$ cat src/rtl/conv3x3_engine_pkg.sv
// Shared CNN definitions: word widths, the engine state encoding and the
// ReLU + saturation helper used by every stage that narrows an accumulator.
package conv3x3_engine_pkg;

  localparam int DATA_W = 16;
  localparam int IMG    = 8;
  localparam int K      = 3;
  localparam int OUT    = IMG - K + 1;
  localparam int ACC_W  = 40;

  typedef enum logic [1:0] {
    IDLE    = 2'd0,
    LOAD    = 2'd1,
    COMPUTE = 2'd2,
    DONE    = 2'd3
  } state_e;

  // Negative sums clamp to zero; sums wider than DATA_W clamp to all-ones.
  function automatic logic [DATA_W-1:0] relu_sat(input logic signed [ACC_W-1:0] acc);
    logic [DATA_W-1:0] res;
    if (acc[ACC_W-1]) begin
      res = {DATA_W{1'b0}};
    end else if (|acc[ACC_W-2:DATA_W]) begin
      res = {DATA_W{1'b1}};
    end else begin
      res = acc[DATA_W-1:0];
    end
    return res;
  endfunction

endpackage

$ cat src/rtl/conv3x3_engine_mac_relu_sat.sv
// Single multiply-accumulate lane: unsigned pixel times signed weight, with the
// clamped value of the running sum (including the current term) on result.
module conv3x3_engine_mac_relu_sat
  import conv3x3_engine_pkg::*;
(
  input  logic              clk,
  input  logic              rst_n,
  input  logic              en,
  input  logic              clr,
  input  logic [DATA_W-1:0] pixel,
  input  logic [DATA_W-1:0] weight,
  output logic [DATA_W-1:0] result
);

  logic signed [ACC_W-1:0]  acc_r;
  logic signed [ACC_W-1:0]  base_s;
  logic signed [ACC_W-1:0]  sum_s;
  logic signed [DATA_W:0]   px_s;
  logic signed [DATA_W-1:0] wt_s;
  logic signed [2*DATA_W:0] prod_s;

  // Product and next accumulator value; clr starts a fresh output sum.
  always_comb begin
    px_s   = $signed({1'b0, pixel});
    wt_s   = $signed(weight);
    prod_s = (2*DATA_W+1)'(px_s) * (2*DATA_W+1)'(wt_s);
    if (clr) begin
      base_s = {ACC_W{1'b0}};
    end else begin
      base_s = acc_r;
    end
    sum_s  = base_s + ACC_W'(prod_s);
    result = relu_sat(sum_s);
  end

  // Accumulator register.
  always_ff @(posedge clk or negedge rst_n) begin
    if (!rst_n) begin
      acc_r <= {ACC_W{1'b0}};
    end else if (en) begin
      acc_r <= sum_s;
    end else begin
      acc_r <= acc_r;
    end
  end

endmodule

$ cat src/rtl/conv3x3_engine.sv
// 3x3 valid-region convolution over an 8x8 image: streams in kernel + image,
// then scans 36 outputs with one MAC per cycle into a registered result map.
module conv3x3_engine
  import conv3x3_engine_pkg::*;
(
  input  logic              clk,
  input  logic              rst_n,
  input  logic              start,
  input  logic [DATA_W-1:0] in_data,
  input  logic              in_valid,
  output logic              in_ready,
  output logic [DATA_W-1:0] feature_map_out [0:OUT*OUT-1],
  output logic              out_valid,
  input  logic              out_ready,
  output logic              busy
);

  localparam int NW = K * K;
  localparam int NP = IMG * IMG;
  localparam int NO = OUT * OUT;

  state_e            state_r;
  logic [6:0]        cnt_r;
  logic [2:0]        orow_r, ocol_r;
  logic [1:0]        kr_r, kc_r;
  logic [DATA_W-1:0] weight_r [0:NW-1];
  logic [DATA_W-1:0] pixel_r  [0:NP-1];
  logic [DATA_W-1:0] fmap_r   [0:NO-1];
  logic              in_ready_r, out_valid_r, busy_r;

  logic [6:0]        load_idx_s;
  logic [5:0]        row_s, col_s, pix_idx_s, out_idx_s;
  logic [3:0]        w_idx_s;
  logic              mac_en_s, mac_clr_s;
  logic [DATA_W-1:0] mac_res_s;

  // Address generation for the load path and the convolution window.
  always_comb begin
    load_idx_s = cnt_r - 7'd9;
    row_s      = {3'd0, orow_r} + {4'd0, kr_r};
    col_s      = {3'd0, ocol_r} + {4'd0, kc_r};
    pix_idx_s  = {row_s[2:0], 3'b000} + col_s;
    w_idx_s    = ({2'd0, kr_r} * 4'd3) + {2'd0, kc_r};
    out_idx_s  = ({3'd0, orow_r} * 6'd6) + {3'd0, ocol_r};
    mac_en_s   = (state_r == COMPUTE);
    mac_clr_s  = (kr_r == 2'd0) && (kc_r == 2'd0);
  end

  conv3x3_engine_mac_relu_sat u_mac (
    .clk    (clk),
    .rst_n  (rst_n),
    .en     (mac_en_s),
    .clr    (mac_clr_s),
    .pixel  (pixel_r[pix_idx_s]),
    .weight (weight_r[w_idx_s]),
    .result (mac_res_s)
  );

  // Control FSM, scan counters, operand storage and result map.
  always_ff @(posedge clk or negedge rst_n) begin
    if (!rst_n) begin
      state_r     <= IDLE;
      cnt_r       <= 7'd0;
      orow_r      <= 3'd0;
      ocol_r      <= 3'd0;
      kr_r        <= 2'd0;
      kc_r        <= 2'd0;
      in_ready_r  <= 1'b0;
      out_valid_r <= 1'b0;
      busy_r      <= 1'b0;
      for (int i = 0; i < NW; i++) weight_r[i] <= {DATA_W{1'b0}};
      for (int i = 0; i < NP; i++) pixel_r[i]  <= {DATA_W{1'b0}};
      for (int i = 0; i < NO; i++) fmap_r[i]   <= {DATA_W{1'b0}};
    end else begin
      case (state_r)
        IDLE: begin
          if (start) begin
            state_r    <= LOAD;
            cnt_r      <= 7'd0;
            in_ready_r <= 1'b1;
            busy_r     <= 1'b1;
          end
        end
        LOAD: begin
          if (in_valid) begin
            if (cnt_r < 7'd9) begin
              weight_r[cnt_r[3:0]] <= in_data;
            end else begin
              pixel_r[load_idx_s[5:0]] <= in_data;
            end
            cnt_r <= cnt_r + 7'd1;
            if (cnt_r == 7'd72) begin
              state_r    <= COMPUTE;
              in_ready_r <= 1'b0;
              orow_r     <= 3'd0;
              ocol_r     <= 3'd0;
              kr_r       <= 2'd0;
              kc_r       <= 2'd0;
            end
          end
        end
        COMPUTE: begin
          if (kc_r == 2'd2) begin
            kc_r <= 2'd0;
            if (kr_r == 2'd2) begin
              kr_r              <= 2'd0;
              fmap_r[out_idx_s] <= mac_res_s;
              if (ocol_r == 3'd5) begin
                ocol_r <= 3'd0;
                if (orow_r == 3'd5) begin
                  orow_r      <= 3'd0;
                  state_r     <= DONE;
                  out_valid_r <= 1'b1;
                end else begin
                  orow_r <= orow_r + 3'd1;
                end
              end else begin
                ocol_r <= ocol_r + 3'd1;
              end
            end else begin
              kr_r <= kr_r + 2'd1;
            end
          end else begin
            kc_r <= kc_r + 2'd1;
          end
        end
        DONE: begin
          if (out_ready) begin
            state_r     <= IDLE;
            out_valid_r <= 1'b0;
            busy_r      <= 1'b0;
          end
        end
        default: begin
          state_r     <= IDLE;
          in_ready_r  <= 1'b0;
          out_valid_r <= 1'b0;
          busy_r      <= 1'b0;
        end
      endcase
    end
  end

  assign in_ready        = in_ready_r;
  assign out_valid       = out_valid_r;
  assign busy            = busy_r;
  assign feature_map_out = fmap_r;

endmodule

$ cat config.mk
export PLATFORM = sky130hd
export DESIGN_NAME = conv3x3_engine
export DESIGN_NICKNAME = d
export VERILOG_FILES = /design/src/rtl/conv3x3_engine_pkg.sv /design/src/rtl/conv3x3_engine_mac_relu_sat.sv /design/src/rtl/conv3x3_engine.sv
export SDC_FILE = /design/constraint.sdc
export NUM_CORES = 2
export LEC_CHECK = 0
export ABC_CLOCK_PERIOD_IN_PS = 16300
export BUFFER_PORTS_ARGS = -buffer_cell sky130_fd_sc_hd__buf_4
export CAP_MARGIN = 0
export CORE_UTILIZATION = 30
export CTS_BUF_LIST = sky130_fd_sc_hd__clkbuf_4
export CTS_CLUSTER_DIAMETER = 40
export DETAILED_ROUTE_END_ITERATION = 8
export PLACE_DENSITY_LB_ADDON = 0.1
export SYNTH_ARGS = -nofsm -noshare
export SYNTH_HDL_FRONTEND = slang
export SYNTH_SLANG_ARGS = --single-unit
$ cat constraint.sdc
create_clock -name clk -period 16.3 [get_ports clk]
set_clock_uncertainty 0.15 [all_clocks]
set_input_delay 3.26 -clock clk [delete_from_list [all_inputs] [get_ports clk]]
set_output_delay 3.26 -clock clk [all_outputs]
set_load 0.02 [all_outputs]
* Word level (Yosys, flattened, before mapping) *
Cells that the tools add are included.

storage, ports and cells
  bits in registers = 1806
  word-level logic and storage cells = 248
  output and inout port bits = 579

operators by class
  multipliers = 3
  reduce and logical (&&, ||, !) cells = 24
  bitwise gates (word level) = 6
  mux-type cells = 59
  $lt $le $gt $ge = 9
  equality and inequality tests = 16
  $add $sub $neg = 12

operators by type and width
  cell                                                count
  bitwise mux 1024 bit                                1
  bitwise mux 576 bit                                 1
  demux 16 bit (select 6 bit)                         2
  bitwise mux 144 bit                                 1
  two-way mux 16 bit                                  9
  binary-select mux 16 bit (select 6 bit)             1
  binary-select mux 16 bit (select 4 bit)             1
  demux 16 bit (select 4 bit)                         1
  adder 40 x 33 -> 40 bit                             1
  two-way mux 40 bit                                  1
  multiplier 17 x 16 -> 33 bit                        1
  two-way mux 3 bit                                   9
  two-way mux 2 bit                                   13
  OR reduction 23 bit                                 1
  >= comparator 7 bit, second input constant          3
  inverter 6 -> 7 bit                                 3
  AND reduction 3 bit                                 6
  < comparator 7 x 1 -> 1 bit, second input constant  2
  two-way mux 7 bit                                   2
  one-hot mux 7 bit (2 select lines)                  1
  one-hot mux 3 bit (2 select lines)                  2
  AND reduction 6 bit                                 2
  >= comparator 5 bit, second input constant          2
  inverter 4 -> 5 bit                                 2
  other kinds (30)                                    61

* Depth between registers and ports, before layout *
  word-level depth = 12
  depth in mapped cells = 39

* Hierarchy *
From an unflattened synthesis, not the netlist that was laid out.

unflattened totals
  cell total of the unflattened synthesis = 6175
  area, all modules = 89950.0 sq um

modules (own cells, without submodules)
  module                       instances  sequential area each (sq um)  area each (sq um)  cells each
  conv3x3_engine               1          44192.4                       77287.9            4730
  conv3x3_engine_mac_relu_sat  1          1001.0                        12662.1            1445

* Least setup slack after synthesis *
No wires, ideal clock.

  path kind = reg2reg
  from = reg kc_r[0]
  to = reg fmap_r, in the netlist feature_map_out[532]
  setup time = 134 ps
  setup slack = 5838 ps
  data arrival time = 10178 ps
  cell stages (with the launch flop) = 38
  required time = 16016 ps
  buffers on the path = 6
  clock period less this slack = 10462 ps
  path through = dfrtp_1 > ha_1 > inv_1 > fa_1 > buf_1 > buf_2 > clkbuf_1 > mux4_2 > mux4_2 > mux2_2 > o21ai_1 > nor2_1 > fa_1 > inv_1 > fa_1 > inv_1 > fa_1 > inv_1 > (+2 left out) > fa_1 > inv_1 > fa_1 > inv_1 > ha_1 > buf_2 > a21oi_2 > o21ai_1 > a21oi_2 > a21oi_1 > or3_1 > a2111o_1 > nor4_4 > nand4_4 > buf_6 > o21ai_4 > buf_8 > o21ai_1

on the way
  word-level cells in the longest chain between the ends = 12

RTL lines
  element                                                RTL line                           RTL
  start: declaration                                     conv3x3_engine.sv:25               logic [1:0] kr_r, kc_r;
  start signal: assignment                               conv3x3_engine.sv:124              kc_r <= kc_r + 2'd1;
  adder 3 x 2 -> 4 bit                                   conv3x3_engine.sv:41               col_s = {3'd0, ocol_r} + {4'd0, kc_r};
  adder 6 x 4 -> 6 bit                                   conv3x3_engine.sv:42               pix_idx_s = {row_s[2:0], 3'b000} + col_s;
  inverter 6 -> 7 bit (not written as such)              conv3x3_engine.sv:54               .pixel (pixel_r[pix_idx_s]),
  binary-select mux 16 bit (select 6 bit)                conv3x3_engine.sv:54
  two-way mux 16 bit (not written as such) (2 in a row)  conv3x3_engine.sv:54
  multiplier 17 x 16 -> 33 bit                           conv3x3_engine_mac_relu_sat.sv:26  prod_s = (2*DATA_W+1)'(px_s) * (2*DATA_W+1)'(wt_s);
  adder 40 x 33 -> 40 bit                                conv3x3_engine_mac_relu_sat.sv:32  sum_s = base_s + ACC_W'(prod_s);
  OR reduction 23 bit                                    conv3x3_engine_pkg.sv:23           end else if (|acc[ACC_W-2:DATA_W]) begin
  two-way mux 16 bit                                     conv3x3_engine_pkg.sv:23
  two-way mux 16 bit                                     conv3x3_engine_pkg.sv:21           if (acc[ACC_W-1]) begin
  bitwise mux 576 bit                                    conv3x3_engine.sv:107              fmap_r[out_idx_s] <= mac_res_s;
  end signal: indexed assignment                         conv3x3_engine.sv:107
  end: declaration                                       conv3x3_engine.sv:28               logic [DATA_W-1:0] fmap_r [0:NO-1];

Parallel ways exist; a longest one is shown, timed or not. The select of a mux whose other input is x is not followed.
A chain may end at the register's enable or synchronous reset.

* Worst setup path after layout *
  from = reg ocol_r[0]
  to = reg fmap_r, in the netlist feature_map_out[67]

on the way
  word-level cells in the longest chain between the ends = 12

RTL lines
  element                                                RTL line                           RTL
  start: declaration                                     conv3x3_engine.sv:24               logic [2:0] orow_r, ocol_r;
  start signal: assignment                               conv3x3_engine.sv:118              ocol_r <= ocol_r + 3'd1;
  adder 3 x 2 -> 4 bit                                   conv3x3_engine.sv:41
  adder 6 x 4 -> 6 bit                                   conv3x3_engine.sv:42
  inverter 6 -> 7 bit (not written as such)              conv3x3_engine.sv:54
  binary-select mux 16 bit (select 6 bit)                conv3x3_engine.sv:54
  two-way mux 16 bit (not written as such) (2 in a row)  conv3x3_engine.sv:54
  multiplier 17 x 16 -> 33 bit                           conv3x3_engine_mac_relu_sat.sv:26
  adder 40 x 33 -> 40 bit                                conv3x3_engine_mac_relu_sat.sv:32
  OR reduction 23 bit                                    conv3x3_engine_pkg.sv:23
  two-way mux 16 bit                                     conv3x3_engine_pkg.sv:23
  two-way mux 16 bit                                     conv3x3_engine_pkg.sv:21
  bitwise mux 576 bit *                                  conv3x3_engine.sv:107

Mark *: on every way between the ends. The rest lies on a longest branch, timed or not. The select of a mux whose other input is x is not followed.

==> metrics.md <==
| Metric | Value |
|---|---|
| Mean post-synth cell area | between 10 and 15 um^2 |
| I/O Pins | 600 |
| Async set-reset flop share out of synthesis | 100% |
| Min Tclk post-route | roughly 14 ns |
| Clock Sinks | around 1800 |
| Reg2reg setup slack | roughly 2.7 ns |
| Compound-Gate Fraction of Synth Area | under 10% |
| Flop and latch count out of synthesis | roughly 1800 |
| DR pass1 iterations | 5 |
| Total core area | slightly below 0.3 mm^2 |
| Grt peak-use layer | met2 |
| Mapped Cells | between 6000 and 7000 |
| Num rows | about 200 |
| Die W | approximately 550 um |
| Clock Tree Root | clkbuf_4 |
| Clk pin slew, worst setup/hold paths | around 0.06 ns |
| Total Routing Usage GR | 20.2% |
| CTS tree | done |
| # resized after CTS | 0 |
| Post-synthesis sequential area ratio | 51.1% |
| Slowest CP cell | fa_4 |
| Distinct cell type count of the synthesized netlist | 79 |
| Synthesis-to-layout area growth | 17.5% |
| Drc violations | 0 |
| Hold depth | 2 |
| Syn Nets | approximately 7200 |
| WP data arrival | between 10 and 15 ns |
| Vias | 57700 |
| Mux cell area share after synthesis | between 20% and 30% |
| Htree depth | 6 |
| Setup crit end kind | flip-flop |
| # fillers | between 20000 and 30000 |
| Setup TNS | 0 ns |
| Nets | between 8000 and 9000 |
| RSZ-0062 raised after global routing | false |
| Leak pwr | a little over 50 nW |
| Slew headroom | around 7.4% |
| Most frequent cell after synthesis | dfrtp_1 |
| Syn Std Cell Area | a little under 0.09 mm^2 |
| Vias per cell | around 5 |
| GR Util met2 | 33.0% |
| Worst Hold Endpoint | feature_map_out[307] |
| Worst slew pin tran | 1.38 ns |
| Synth Flop Type | dfrtp_1 |
| Setup Buffers After CTS | 0 |
| Post-DRT Antenna Nets | 0 |
| Synth warn | 0 |
| Layout cells sized above 1 | between 40% and 50% |
| Final Cell Area | slightly above 0.1 mm^2 |
| CTS buffer count | ~560 |
| Run status | completed |
| Final period util | 83.3% |
| Largest net degree at the start of global routing | 158 |
| EDFF count, synth | 0 |
| Post-DP Area | around 0.097 mm^2 |
| Reg-to-Reg Start | ocol_r[0] |
| Crit Path Category | flip-flop to flip-flop |
| Grt total ovfl | 0 |
| Worst min-delay path category | flip-flop to flip-flop |
| DP Wirelength | 197000 um |
| Vias in the first global route | a little over 60000 |
| Adder-cell share of the synthesized area | ~7.6% |
| Post-synth top area cell | dfrtp_1 |
| HP Start | feature_map_out[307] |
| Fmax achieved | 73.7 MHz |
| First-pass GRT wire length | 443000 um |
| Largest family of logic cells by synthesized area | multiplexers |
| Synth Area in Simple Gates | between 6 and 7% |
| Met3 Use GR | approximately 4.2% |
| Synth area leaders | dfrtp_1, mux2_2, mux4_2 |
| Worst r2r dst | feature_map_out[67] |
| Area of the multi-input gates | ~0.04 mm^2 |
| Final Hold Vio Count | 0 |
| Post-Synth XOR/XNOR Area | 0.455% |
| Wire per inst | 25.3 um |
| Initial Util | ~30% |
| CP Data Required Time | roughly 17 ns |
| Share of the synthesized area in the top cell type | between 50% and 60% |
| Final Setup Violations | 0 |
| Max Slew Vio Count | 0 |
| Clock latency on the worst-skew pair | 1.48 ns |
| DRT iter0 DRCs | ~3200 |
| Final WS setup | between 2 and 3 ns |
| CP startpoint kind | flip-flop |
| Die Span Y | around 550 um |
| Final core occ | between 30% and 40% |
| Routed wire length | roughly 300000 um |
| # port buffers | about 600 |
| Worst stage delay on the critical path | approximately 1.4 ns |
| Initial antenna violation count | 20 |
| Die Area | roughly 0.30 mm^2 |
| Max-cap violations | 0 |
| Pwr Density | roughly 190 mW/mm^2 |
| Met1 usage | between 20% and 30% |
| Worst-path maximum fanout | 39 |
| Fin cells | about 12000 |
| Sequential cell area | roughly 0.045 mm^2 |
| Pre-CTS setup slack | about 2.6 ns |
| Most frequent CP cell | fa_1 |
| Total power | between 15 and 20 mW |
| WHS | approximately 0.33 ns |
| Peak supply drop | roughly 0.26 mV |
| CTS Buffer Depth | 4 |
| # hold bufs at CTS | 0 |
| Top post-synthesis cells by count | dfrtp_1, mux2_2, nand2_1, clkbuf_1, mux4_2 |
| Placer Congestion | between 0.8 and 0.9 |
| R2R cell count | 31 |
| Placed cells | around 11000 |
==> worst max-delay path, delay by kind of cell, from the launching register on <==
| family | cells | cell delay, ns |
|---|---|---|
| adders and majority gates | 9 | 4.80 |
| AOI/OAI and AO/OA | 6 | 3.04 |
| buffers and inverters | 7 | 1.72 |
| DFF | 1 | 0.47 |
| muxes | 3 | 1.21 |
| and+or+nand+nor | 6 | 1.86 |
==> how the worst max path moves through the flow <==
| stage | slack (ns) | end | depth (start not counted) | start |
|---|---|---|---|---|
| detailed placement | 2.58 | feature_map_out[67] | 33 | kc_r[0] |
| global route | 2.10 | feature_map_out[67] | 30 | ocol_r[0] |
| finish | 2.73 | feature_map_out[67] | 31 | ocol_r[0] |
| floorplan | 5.84 | feature_map_out[532] | 37 | kc_r[0] |
| CTS | 2.54 | feature_map_out[67] | 33 | ocol_r[0] |
| global placement | 2.72 | feature_map_out[67] | 30 | kc_r[0] |
==> metal layers <==
layer | share of wire (%) | wire (um)
met4 | 3.2 | 9570
met5 | 0.017 | 52
met1 | 44 | 132000
met3 | 5.3 | 16000
met2 | 48 | 143000
==> cells by family after synthesis <==
| kind of cell | after synthesis |
|---|---|
| compound gates | 837 |
| xor+xnor | 43 |
| flops | 1806 |
| simple gates | 1267 |
| fa+ha+maj | 397 |
| mux | 1595 |
| buf+inv | 862 |
==> cell usage in the layout, fill, tap and decap left out, types with 11 or more instances in the layout <==
master | Yosys | final
nand4_1 | 14 | 14
nand3_1 | 36 | 31
buf_4 | 14 | 759
inv_6 | 0 | 15
nand2_1 | 782 | 781
ha_1 | 164 | 161
o21ai_1 | 175 | 187
mux2_2 | 1206 | 1206
clkbuf_4 | 0 | 759
clkinv_1 | 0 | 79
nor2_1 | 199 | 162
buf_12 | 0 | 12
nand2b_1 | 59 | 58
fa_1 | 233 | 232
xnor2_1 | 28 | 25
o21ai_2 | 151 | 145
a21oi_1 | 60 | 59
a21o_1 | 15 | 15
or2_2 | 21 | 21
xor2_1 | 13 | 13
dfrtp_1 | 1806 | 1806
and2_1 | 51 | 51
nor3_1 | 24 | 23
o21ai_4 | 10 | 16
o21ai_0 | 316 | 304
inv_1 | 334 | 334
nor2b_1 | 45 | 45
mux4_2 | 352 | 352
nor2_2 | 0 | 28
o211ai_1 | 11 | 11
o21a_1 | 15 | 15
mux2i_1 | 37 | 37
==> cell type report <==
cell class | count | area share [%]
Sequential cell | 1806 | 43.5
Clock buffer | 759 | 5.48
Multi-Input combinational cell | 4139 | 38.5
Clock inverter | 138 | 0.905
Tap cell | 3919 | 4.72
Timing Repair Buffer | 772 | 5.74
Antenna cell | 7 | 0.0168
Inverter | 334 | 1.21
==> power by group <==
group	internal, mW	total (mW)	switching [mW]
clock	2.29	4.38	2.09
combinational	3.47	9.34	5.87
sequential	5.40	5.86	0.464
==> state kept, by name, indices dropped and copies added, names as in the netlist <==
name             flops
pixel_r           1024
feature_map_out    576
weight_r           144
u_mac.acc_r         40
cnt_r                7
ocol_r               3
orow_r               3
kc_r                 2
kr_r                 2
state_r              2
busy                 1
in_ready             1
out_valid            1
(Power assumes the default switching activity.)
